`config.mk`:
```
export PLATFORM = sky130hd
export DESIGN_NAME = hilo_unit
export DESIGN_NICKNAME = d
export VERILOG_FILES = /design/src/rtl/hilo_unit.sv
export SDC_FILE = /design/constraint.sdc
export NUM_CORES = 1
export LEC_CHECK = 0
export ABC_AREA = 1
export ABC_CLOCK_PERIOD_IN_PS = 5120
export CAP_MARGIN = 10
export CORE_MARGIN = 5
export CORE_UTILIZATION = 48
export DETAILED_ROUTE_END_ITERATION = 6
export GPL_ROUTABILITY_DRIVEN = 0
export GPL_TIMING_DRIVEN = 0
export PLACE_DENSITY = 0.82
export SLEW_MARGIN = 10
export SYNTH_ARGS = -nofsm -noshare
export SYNTH_HDL_FRONTEND = slang
export SYNTH_SLANG_ARGS = --single-unit
```
`constraint.sdc`:
```
create_clock -name clk -period 5.12 [get_ports clk]
set_clock_uncertainty 0.1 [all_clocks]
set_input_delay 1.28 -clock clk [delete_from_list [all_inputs] [get_ports clk]]
set_output_delay 1.28 -clock clk [all_outputs]
set_load 0.02 [all_outputs]
```
`src/rtl/hilo_unit.sv`:
```
// HI/LO result stage behind the combinational 32x32 signed multiplier:
// registers operands, waits a fixed multicycle window, corrects for MULTU and writes HI/LO.
module hilo_unit #(
    parameter int MUL_LAT = 2
) (
    input  logic        clk,
    input  logic        rst,
    input  logic        start,
    input  logic        op_unsigned,
    input  logic [31:0] op_a,
    input  logic [31:0] op_b,
    output logic [31:0] mult_a,
    output logic [31:0] mult_b,
    input  logic [63:0] mult_z,
    input  logic        mult_busy,
    input  logic        mthi,
    input  logic        mtlo,
    input  logic [31:0] wdata,
    output logic [31:0] hi,
    output logic [31:0] lo,
    output logic        stall,
    output logic        done
);

    typedef enum logic {IDLE = 1'b0, WAIT = 1'b1} state_t;

    localparam logic [3:0] CNT_INIT = 4'(MUL_LAT - 1);

    state_t      state_q;
    logic [3:0]  cnt_q;
    logic        uns_q;
    logic        done_q;
    logic [31:0] hi_q, lo_q;
    logic [31:0] a_q, b_q;
    logic [63:0] prod_d;

    // The multiplier is signed; for MULTU add back b (resp. a) times 2^32 when a (resp. b)
    // had its top bit set. Only the low 32 bits of the correction survive the shift.
    function automatic logic [63:0] correct_product(input logic [63:0] z,
                                                    input logic [31:0] a,
                                                    input logic [31:0] b,
                                                    input logic        uns);
        logic [31:0] corr;
        corr = ({32{uns & a[31]}} & b) + ({32{uns & b[31]}} & a);
        return z + {corr, 32'b0};
    endfunction

    assign prod_d = correct_product(mult_z, a_q, b_q, uns_q);

    always_ff @(posedge clk) begin
        if (rst) begin
            state_q <= IDLE;
            cnt_q   <= 4'd0;
            uns_q   <= 1'b0;
            done_q  <= 1'b0;
            hi_q    <= 32'd0;
            lo_q    <= 32'd0;
            a_q     <= 32'd0;
            b_q     <= 32'd0;
        end else begin
            done_q <= 1'b0;
            case (state_q)
                IDLE: begin
                    if (start) begin
                        a_q     <= op_a;
                        b_q     <= op_b;
                        uns_q   <= op_unsigned;
                        cnt_q   <= CNT_INIT;
                        state_q <= WAIT;
                    end else begin
                        if (mthi) hi_q <= wdata;
                        if (mtlo) lo_q <= wdata;
                    end
                end
                WAIT: begin
                    // Window expiry alone is not enough: a busy multiplier stretches the wait.
                    if (cnt_q == 4'd0 && !mult_busy) begin
                        hi_q    <= prod_d[63:32];
                        lo_q    <= prod_d[31:0];
                        done_q  <= 1'b1;
                        state_q <= IDLE;
                    end else if (cnt_q != 4'd0) begin
                        cnt_q <= cnt_q - 4'd1;
                    end
                end
                default: state_q <= IDLE;
            endcase
        end
    end

    assign stall  = (state_q == WAIT) | ((state_q == IDLE) & start & ~rst);
    assign done   = done_q;
    assign hi     = hi_q;
    assign lo     = lo_q;
    assign mult_a = a_q;
    assign mult_b = b_q;

endmodule

```
==> impl_results.rst <==
.. list-table::
   :header-rows: 1

   * - Metric
     - Value
   * - DIE AREA
     - 0.02230 mm2
   * - Switching share of power
     - a little under a third
   * - Most common library cell in the layout ignoring fill and taps
     - sky130_fd_sc_hd__clkdlybuf4s50_1
   * - Unrepaired setup endpoints after global routing
     - false
   * - Most used cells in the layout excluding fill and tap cells
     - sky130_fd_sc_hd__clkdlybuf4s50_1, sky130_fd_sc_hd__nand2_1, sky130_fd_sc_hd__a21oi_1
   * - Total of max-cap violations
     - 0
   * - Fraction of final layout cells with drive strength greater than 1
     - 5.092%
   * - Comb power frac
     - a little over a quarter
   * - Power Density
     - 253.3 mW/mm2
   * - Via total after detailed routing
     - ~11,000
   * - Antenna Nets Post-Route
     - 0
   * - Overflow left after global routing
     - 0
   * - Minimum period implied by the final worst setup slack
     - 4.478 ns
   * - Hold buffer count at cts
     - 0
   * - DRC marker count from the first detailed-route iteration
     - 851
   * - Share of synthesized cell area in full adder, half adder and majority cells
     - about a tenth
   * - Net switching component of the power
     - 1.062 mW
   * - Capturing point of the worst reg2reg path
     - hi[30]
   * - Synth-to-layout area growth
     - 41.36%
   * - Register-to-Register Setup Slack
     - 0.64 ns
   * - Net count after synthesis
     - around 1,700
   * - Synthesis warning total
     - 0
   * - Critical setup path kind
     - reg2reg
   * - Cell with the most instances on the worst path
     - sky130_fd_sc_hd__nand2_1
   * - Instance count of the mapped netlist
     - ~1,400
   * - Non-filler instance count after layout
     - 2,013
   * - #FFs+latches synth
     - around 140
   * - Maximum number of pins on one net before global-route repair
     - 17
   * - Simple-Gate Fraction of Synth Area
     - between 20% and 30%
   * - Proportion of synthesized chip area in sequential cells
     - 29.00%
   * - Half-perimeter wire length of the detailed placement result
     - 27,510 um
   * - Highest ir drop seen on vdd
     - roughly 0.22 mV
   * - Count of antenna diodes in the layout
     - 0
   * - Worst-Skew Late Latency
     - 0.43 ns
   * - Initial antenna violation count
     - 0
   * - Placed Instance Area
     - ~0.013 mm2
   * - Final core utilization
     - 68.37%
   * - Origin of the worst setup path
     - uns_q
   * - Global-route wire length before repair
     - 53,140 um
   * - Cells on worst reg2reg path
     - 23
   * - Number of buffers inserted during clock tree synthesis
     - 17
   * - Cell count along the critical path
     - 23
   * - Kind of cell adding the most delay to the critical path
     - simple AND/OR/NAND/NOR gates
   * - Crit-path max FO
     - 10
   * - Main combinational cell family by area after synthesis
     - simple AND/OR/NAND/NOR gates
   * - Final critical-path share of the clock period
     - between 80% and 90%
   * - Standard-cell row count
     - between 50 and 60
   * - Tightest slew margin relative to the limit
     - approximately 50%
   * - Fin. max-slew vios
     - 0
   * - Tightest hold margin
     - 0.3729 ns
   * - Multiplexer share of the synthesized area
     - 0%
   * - All-layer global routing usage
     - between 20 and 30%
   * - Crit. End Element
     - flip-flop
   * - Average size of a mapped cell
     - 6.554 um2
   * - WL/cell
     - 16.85 um
   * - Share of total power in the clock network
     - 36.2%
   * - Arrival time at the worst endpoint
     - about 4.7 ns
   * - Number of distinct library cell variants in the gate-level netlist after synthesis
     - 47
   * - Clock transition at the register clock pins on the worst setup and hold paths after CTS
     - 0.06 ns
   * - Destination of the critical timing path
     - hi[30]
   * - Crit path cell chain
     - nand2_1 -> clkbuf_1 -> nor2_1 -> ha_1 -> inv_1 -> fa_1 -> o21ai_2 -> nand2_1 -> a31oi_2 -> nand2_1 -> nand2_2 -> nand3_1 -> nand2_1 -> xor2_1 -> ha_1 -> inv_1 -> nor3_1 -> nand2_1 -> nor3_1 -> nand2_1 -> nand3_1 -> nand3_1 -> a21oi_1
   * - Clock tree buffer depth
     - 2
   * - Vert. Die Dim
     - around 150 um
   * - Outcome
     - complete, no violations
   * - DRC violation count after routing
     - 0
   * - Cells resized by post-CTS repair
     - 0
   * - Critical-path top delay cell
     - sky130_fd_sc_hd__fa_1
   * - Data required time of the critical path
     - 5.37 ns
   * - Detailed-route wire length
     - 33,920 um
   * - Setup violators final
     - 0
   * - Final hold violation count
     - 0
   * - Count of input and output buffers
     - 296
   * - Worst path bufs/invs
     - 3
   * - Chip Width
     - 149.3 um
   * - Number of global-route vias before repair
     - 10,691
   * - Pint
     - ~2.3 mW
   * - Setup Fix Bufs, Post-CTS
     - 0
   * - Largest stage delay on the critical path
     - ~0.41 ns
   * - Net count reported at finish
     - 1,974
   * - Synthesized-area fraction occupied by ao, oa, aoi and oai cells
     - 24.00%
   * - Placed cell count
     - 1,983
   * - TritonCTS clock tree
     - done
   * - Core area
     - roughly 0.019 mm2
   * - Worst slew pin tran
     - 0.7427 ns
   * - Number of sinks driven by the clock tree
     - 135
   * - Number of top-level design ports
     - about 300
   * - Maximum achievable frequency
     - 223.3 MHz
   * - First-pass iteration count of the detailed router
     - 6
   * - Launch instance of the worst register-to-register path
     - uns_q
   * - Setup TNS
     - 0 ns
   * - Non-Filler Cell Area, Final
     - 0.01318 mm2
   * - Parity-gate share of the synthesized area counting xor and xnor cells
     - 2.913%
   * - CTS root buf
     - sky130_fd_sc_hd__clkbuf_16
   * - Leak pwr
     - 5.830 nW
   * - Type of the tightest min-delay check
     - reg2reg
   * - Depth of the CTS H-tree
     - 4
   * - Initial standard-cell utilization of the core
     - 48.36%
   * - Average vias per placed instance
     - ~5.4
   * - Portion of total power attributed to sequential cells
     - between 30 and 40%
   * - Startpoint type of the worst setup path
     - flip-flop
   * - Total standard cell area after synthesis
     - 0.009320 mm2
[final cells by class]
class	instances	area [um2]
Buffer	58	252.7
Clock buffer	18	429.2
Clock inverter	12	131.4
Fill cell	1684	6096
Inverter	166	623.1
Multi-Input combinational cell	1063	5742
Sequential cell	135	2703
Tap cell	265	331.6
Timing Repair Buffer	296	2963
[tightest hold or removal path, stage by stage (launching register included)]
cell	delay (ns)
sky130_fd_sc_hd__dfxtp_1	0.31
sky130_fd_sc_hd__inv_1	0.07
sky130_fd_sc_hd__a21oi_1	0.05
[registers in the layout (all words and copies together), names as in the netlist]
| name | cells |
|---|---|
| mult_b | 32 |
| mult_a | 32 |
| done | 1 |
| state_q | 1 |
| cnt_q | 4 |
| hi | 32 |
| uns_q | 1 |
| lo | 32 |
[logic make-up (layout without fill, tap and decap cells)]
logic type                 after synthesis  in the layout
adders and majority gates               70             70
DFF                                    135            135
buffers and inverters                  224            550
AOI/OAI and AO/OA                      412            412
xor gates and xnor gates                31             31
and+or+nand+nor                        550            550
[stage by stage]
stage	total power, mW	setup WS, ns
floorplan	1.674	1.424
finish	3.337	0.6424
global route	3.476	0.2646
global placement	2.127	0.8687
CTS	3.334	0.7011
detailed placement	2.140	0.7573
[power by group through the flow]
stage / clock network [mW] / logic (mW) / registers (mW)
4_1_cts: 1.21 / 0.912 / 1.21
2_1_floorplan: 0 / 0.324 / 1.35
5_1_grt: 1.26 / 0.988 / 1.23
3_5_place_dp: 0 / 0.904 / 1.24
6_report: 1.21 / 0.915 / 1.22
3_3_place_gp: 0 / 0.894 / 1.23
[worst min-delay path by stage]
stage / from / to / slack [ns] / cells after the start
final: mult_a[11] / mult_a[11] / 0.37 / 2
after global routing: mult_a[11] / mult_a[11] / 0.39 / 2
after CTS: mult_a[11] / mult_a[11] / 0.38 / 2
after detailed placement: mult_a[11] / mult_a[11] / 0.36 / 2
after global placement: mult_a[22] / mult_a[22] / 0.36 / 2
after floorplan: cnt_q[1] / cnt_q[1] / 0.36 / 2
[Yosys cell counts (all sizes together)]
cell	number	area (um2)
o21a	2	15.01
nand4	3	18.77
xor2	21	183.9
xnor2	10	87.58
fa	2	40.04
a21oi	173	892.1
nor2	154	585.6
o21ai	164	824.5
nor4	4	67.56
o211ai	2	20.02
nand2	294	1144
or2	9	56.31
inv	166	623.1
and2	4	27.53
nor3b	1	12.51
ha	68	850.8
nand3b	8	60.06
o21bai	13	101.4
nand3	56	280.3
a31oi	50	319.1
dfxtp	135	2703
clkbuf	38	142.6
buf	20	110.1
a21o	5	37.54
a21boi	2	18.77
nor3	17	90.09
o221ai	1	8.760
[layer usage]
layer  GRT usage [%]  up-vias  share of wire, %
li1                -     5375                 -
met5               0        -                 0
met2           51.99      512                47
met4           13.41        0               4.1
met3           7.475       87               9.4
met1           34.68     4907                40
Note: power is estimated with default switching activity, not from simulation.
==> RTL change: new RTL, same settings <==
Reset style: asynchronous (`rst`), changed in one clocked block.
--- a/src/rtl/hilo_unit.sv
+++ b/src/rtl/hilo_unit.sv
@@ -48,5 +48,5 @@
     assign prod_d = correct_product(mult_z, a_q, b_q, uns_q);
 
-    always_ff @(posedge clk) begin
+    always_ff @(posedge clk or posedge rst) begin
         if (rst) begin
             state_q <= IDLE;
Function: differs if rst is asserted again (counterexample within 4 cycles, from zero or initial values and one cycle with rst high); with rst held inactive, the same outputs for 4 cycles.
==> RTL change against the unedited design <==
Routed wire length up 0.25%; synthesized cell count up 0.77%; area after synthesis up 5.6%; critical path depth up 2; global-route usage down 1.5 points; final cell count up 0.84%; worst setup slack better by 0.021 ns; sequential cell count unchanged; final area up 4.4%; critical endpoint is now hi[27].
Power is not compared: it rests on default switching activity, and its combinational part moved more than twofold at a synthesized area within 25%.
==> RTL change: results (changes against the unedited design) <==
===========================================================================================
Fillcell total ...............................................................        1,777   +5.5%
Clk slew on worst S/H paths ..................................................      0.06 ns   about the same
Leading cell types by total area after synthesis ............................. sky130_fd_sc_hd__dfrtp_1, sky130_fd_sc_hd__nand2_1, sky130_fd_sc_hd__ha_1
Number of buffers created by CTS .............................................           17   unchanged
Later-pin clock latency in the skew report ...................................      0.43 ns   about the same
IO Port Bufs .................................................................          296   unchanged
Critical register-to-register path startpoint ................................   mult_a[31]
Crit Path Max Fanout .........................................................           10   unchanged
Static leakage power .........................................................      6.80 nW
Nets in the synthesized netlist ..............................................        1,670   +0.66%
Delay of the slowest critical-path stage .....................................      0.41 ns   about the same
Sequential-to-total area share from yosys stat ...............................        0.343   +0.0534
Inserted Diodes ..............................................................            0   unchanged
Net count, final .............................................................        1,986   +0.61%
Hold EP ......................................................................       hi[24]
Cell area after placement ....................................................  13,200 um^2   +4.4%
Crit Reg-Reg Endpoint ........................................................       hi[27]
Run status ................................................................... finished clean
Vias per cell ................................................................         5.34   -1.2%
Most frequent cells after synthesis .......................................... sky130_fd_sc_hd__nand2_1, sky130_fd_sc_hd__nor2_1, sky130_fd_sc_hd__inv_1
Post-synthesis cell type count ...............................................           45   -4.3%
Global-route wire length before repair .......................................      54.2 mm   +1.9%
Max-slew headroom ............................................................        0.556   +0.0514
Worst hold slack after final layout ..........................................     0.382 ns   +0.00921 ns
EDFF count, synth ............................................................            0   unchanged
Wire length reported by the detailed router ..................................      34.0 mm   +0.25%
Share of synthesized registers carrying an async set or reset ................         1.00   +1.00
Via count of the first global-routing pass ...................................       10,500   -1.5%
FF-to-FF path depth ..........................................................           25   +8.7%
Clock tree root driver cell .................................................. sky130_fd_sc_hd__clkbuf_16
Max clock buf depth ..........................................................            2   unchanged
Pin count of the biggest net entering global routing .........................           73   +56
Post-CTS setup-driven buffer insertion count .................................            0   unchanged
H-tree lvl count .............................................................            4   unchanged
Slowest library cell on the worst path ....................................... sky130_fd_sc_hd__dfrtp_1
Yosys synthesis warning count ................................................            0   unchanged
R2r setup slk ................................................................      0.66 ns   +0.02 ns
Worst EP arrival .............................................................      4.67 ns   -0.06 ns
Hold path start ..............................................................       hi[24]
Post-detailed-placement half-perimeter wirelength ............................      27.7 mm   +0.57%
Total track usage ............................................................        0.284   -0.0155
Ratio of cells with drive above 1 in the final layout ........................       0.0443   -0.00660
Drt pass-1 iters .............................................................            7   +1
Number of design-rule violations left by the first detailed-router iteration .          804   -5.5%
Antenna violations before repair .............................................            3   +3
===========================================================================================
==> RTL change: critical path, delay by kind of cell, from the launching register on <==
family	cells	cell delay, ns
and+or+nand+nor	12	1.16
AOI/OAI and AO/OA	7	1.34
DFF	1	0.41
buffers and inverters	3	0.39
adders and majority gates	3	0.97
==> RTL change: cells by family after synthesis <==
| family | after synthesis | synth area share |
|---|---|---|
| AO/OA/AOI/OAI | 270 | 0.159 |
| adder cells (fa/ha/maj) | 70 | 0.0905 |
| XOR/XNOR | 26 | 0.0231 |
| flip-flops | 135 | 0.343 |
| buffers and inverters | 224 | 0.0913 |
| AND/OR/NAND/NOR | 708 | 0.293 |
==> RTL change: how the worst max path moves through the flow <==
stage,startpoint,endpoint,depth (start not counted)
after floorplan,rst,cnt_q[0],1
after global placement,rst,mult_a[26],2
after detailed placement,mult_a[31],hi[27],25
after CTS,mult_a[31],hi[27],25
after global routing,mult_a[31],hi[18],23
final,mult_a[31],hi[27],25
==> RTL change: report_power, final <==
group | switching, W | internal, W | total (W)
clock network | 0.000491 | 0.000738 | 0.00123
logic | 0.00258 | 0.00180 | 0.00438
registers | 0.000310 | 0.00160 | 0.00191
==> RTL change: routing by layer <==
layer	global-route usage	up-vias	share of wire
li1	-	5272	-
met1	0.344	5039	0.40
met5	0	-	0.0011
met4	0.0704	6	0.020
met3	0.0794	50	0.089
met2	0.498	473	0.49
==> RTL change: per-stage QoR <==
step / util / std cells / setup slack, ns / power [W] / setup TNS [ns]
floorplan: - / 1433 / 0.129 / 0.00437 / 0
global placement: 0.649 / 1999 / -1.78 / 0.00615 / -237.89
detailed placement: 0.651 / 2000 / 0.721 / 0.00625 / 0
CTS: 0.680 / 2030 / 0.688 / 0.00751 / 0
global route: 0.680 / 2030 / 0.191 / 0.00800 / 0
finish: 0.680 / 2030 / 0.663 / 0.00752 / 0
==> RTL change: layout make-up <==
| type | count | area [um^2] | share of cell area |
|---|---|---|---|
| well taps | 270 | 338 | 0.0246 |
| clock buffers | 19 | 453 | 0.0329 |
| clock inverters | 11 | 126 | 0.00919 |
| plain buffers | 44 | 223 | 0.0162 |
| multi-input cells | 1074 | 5560 | 0.405 |
| flip-flops and latches | 135 | 3380 | 0.246 |
| inverters | 180 | 681 | 0.0495 |
| repair buffers | 297 | 2990 | 0.217 |
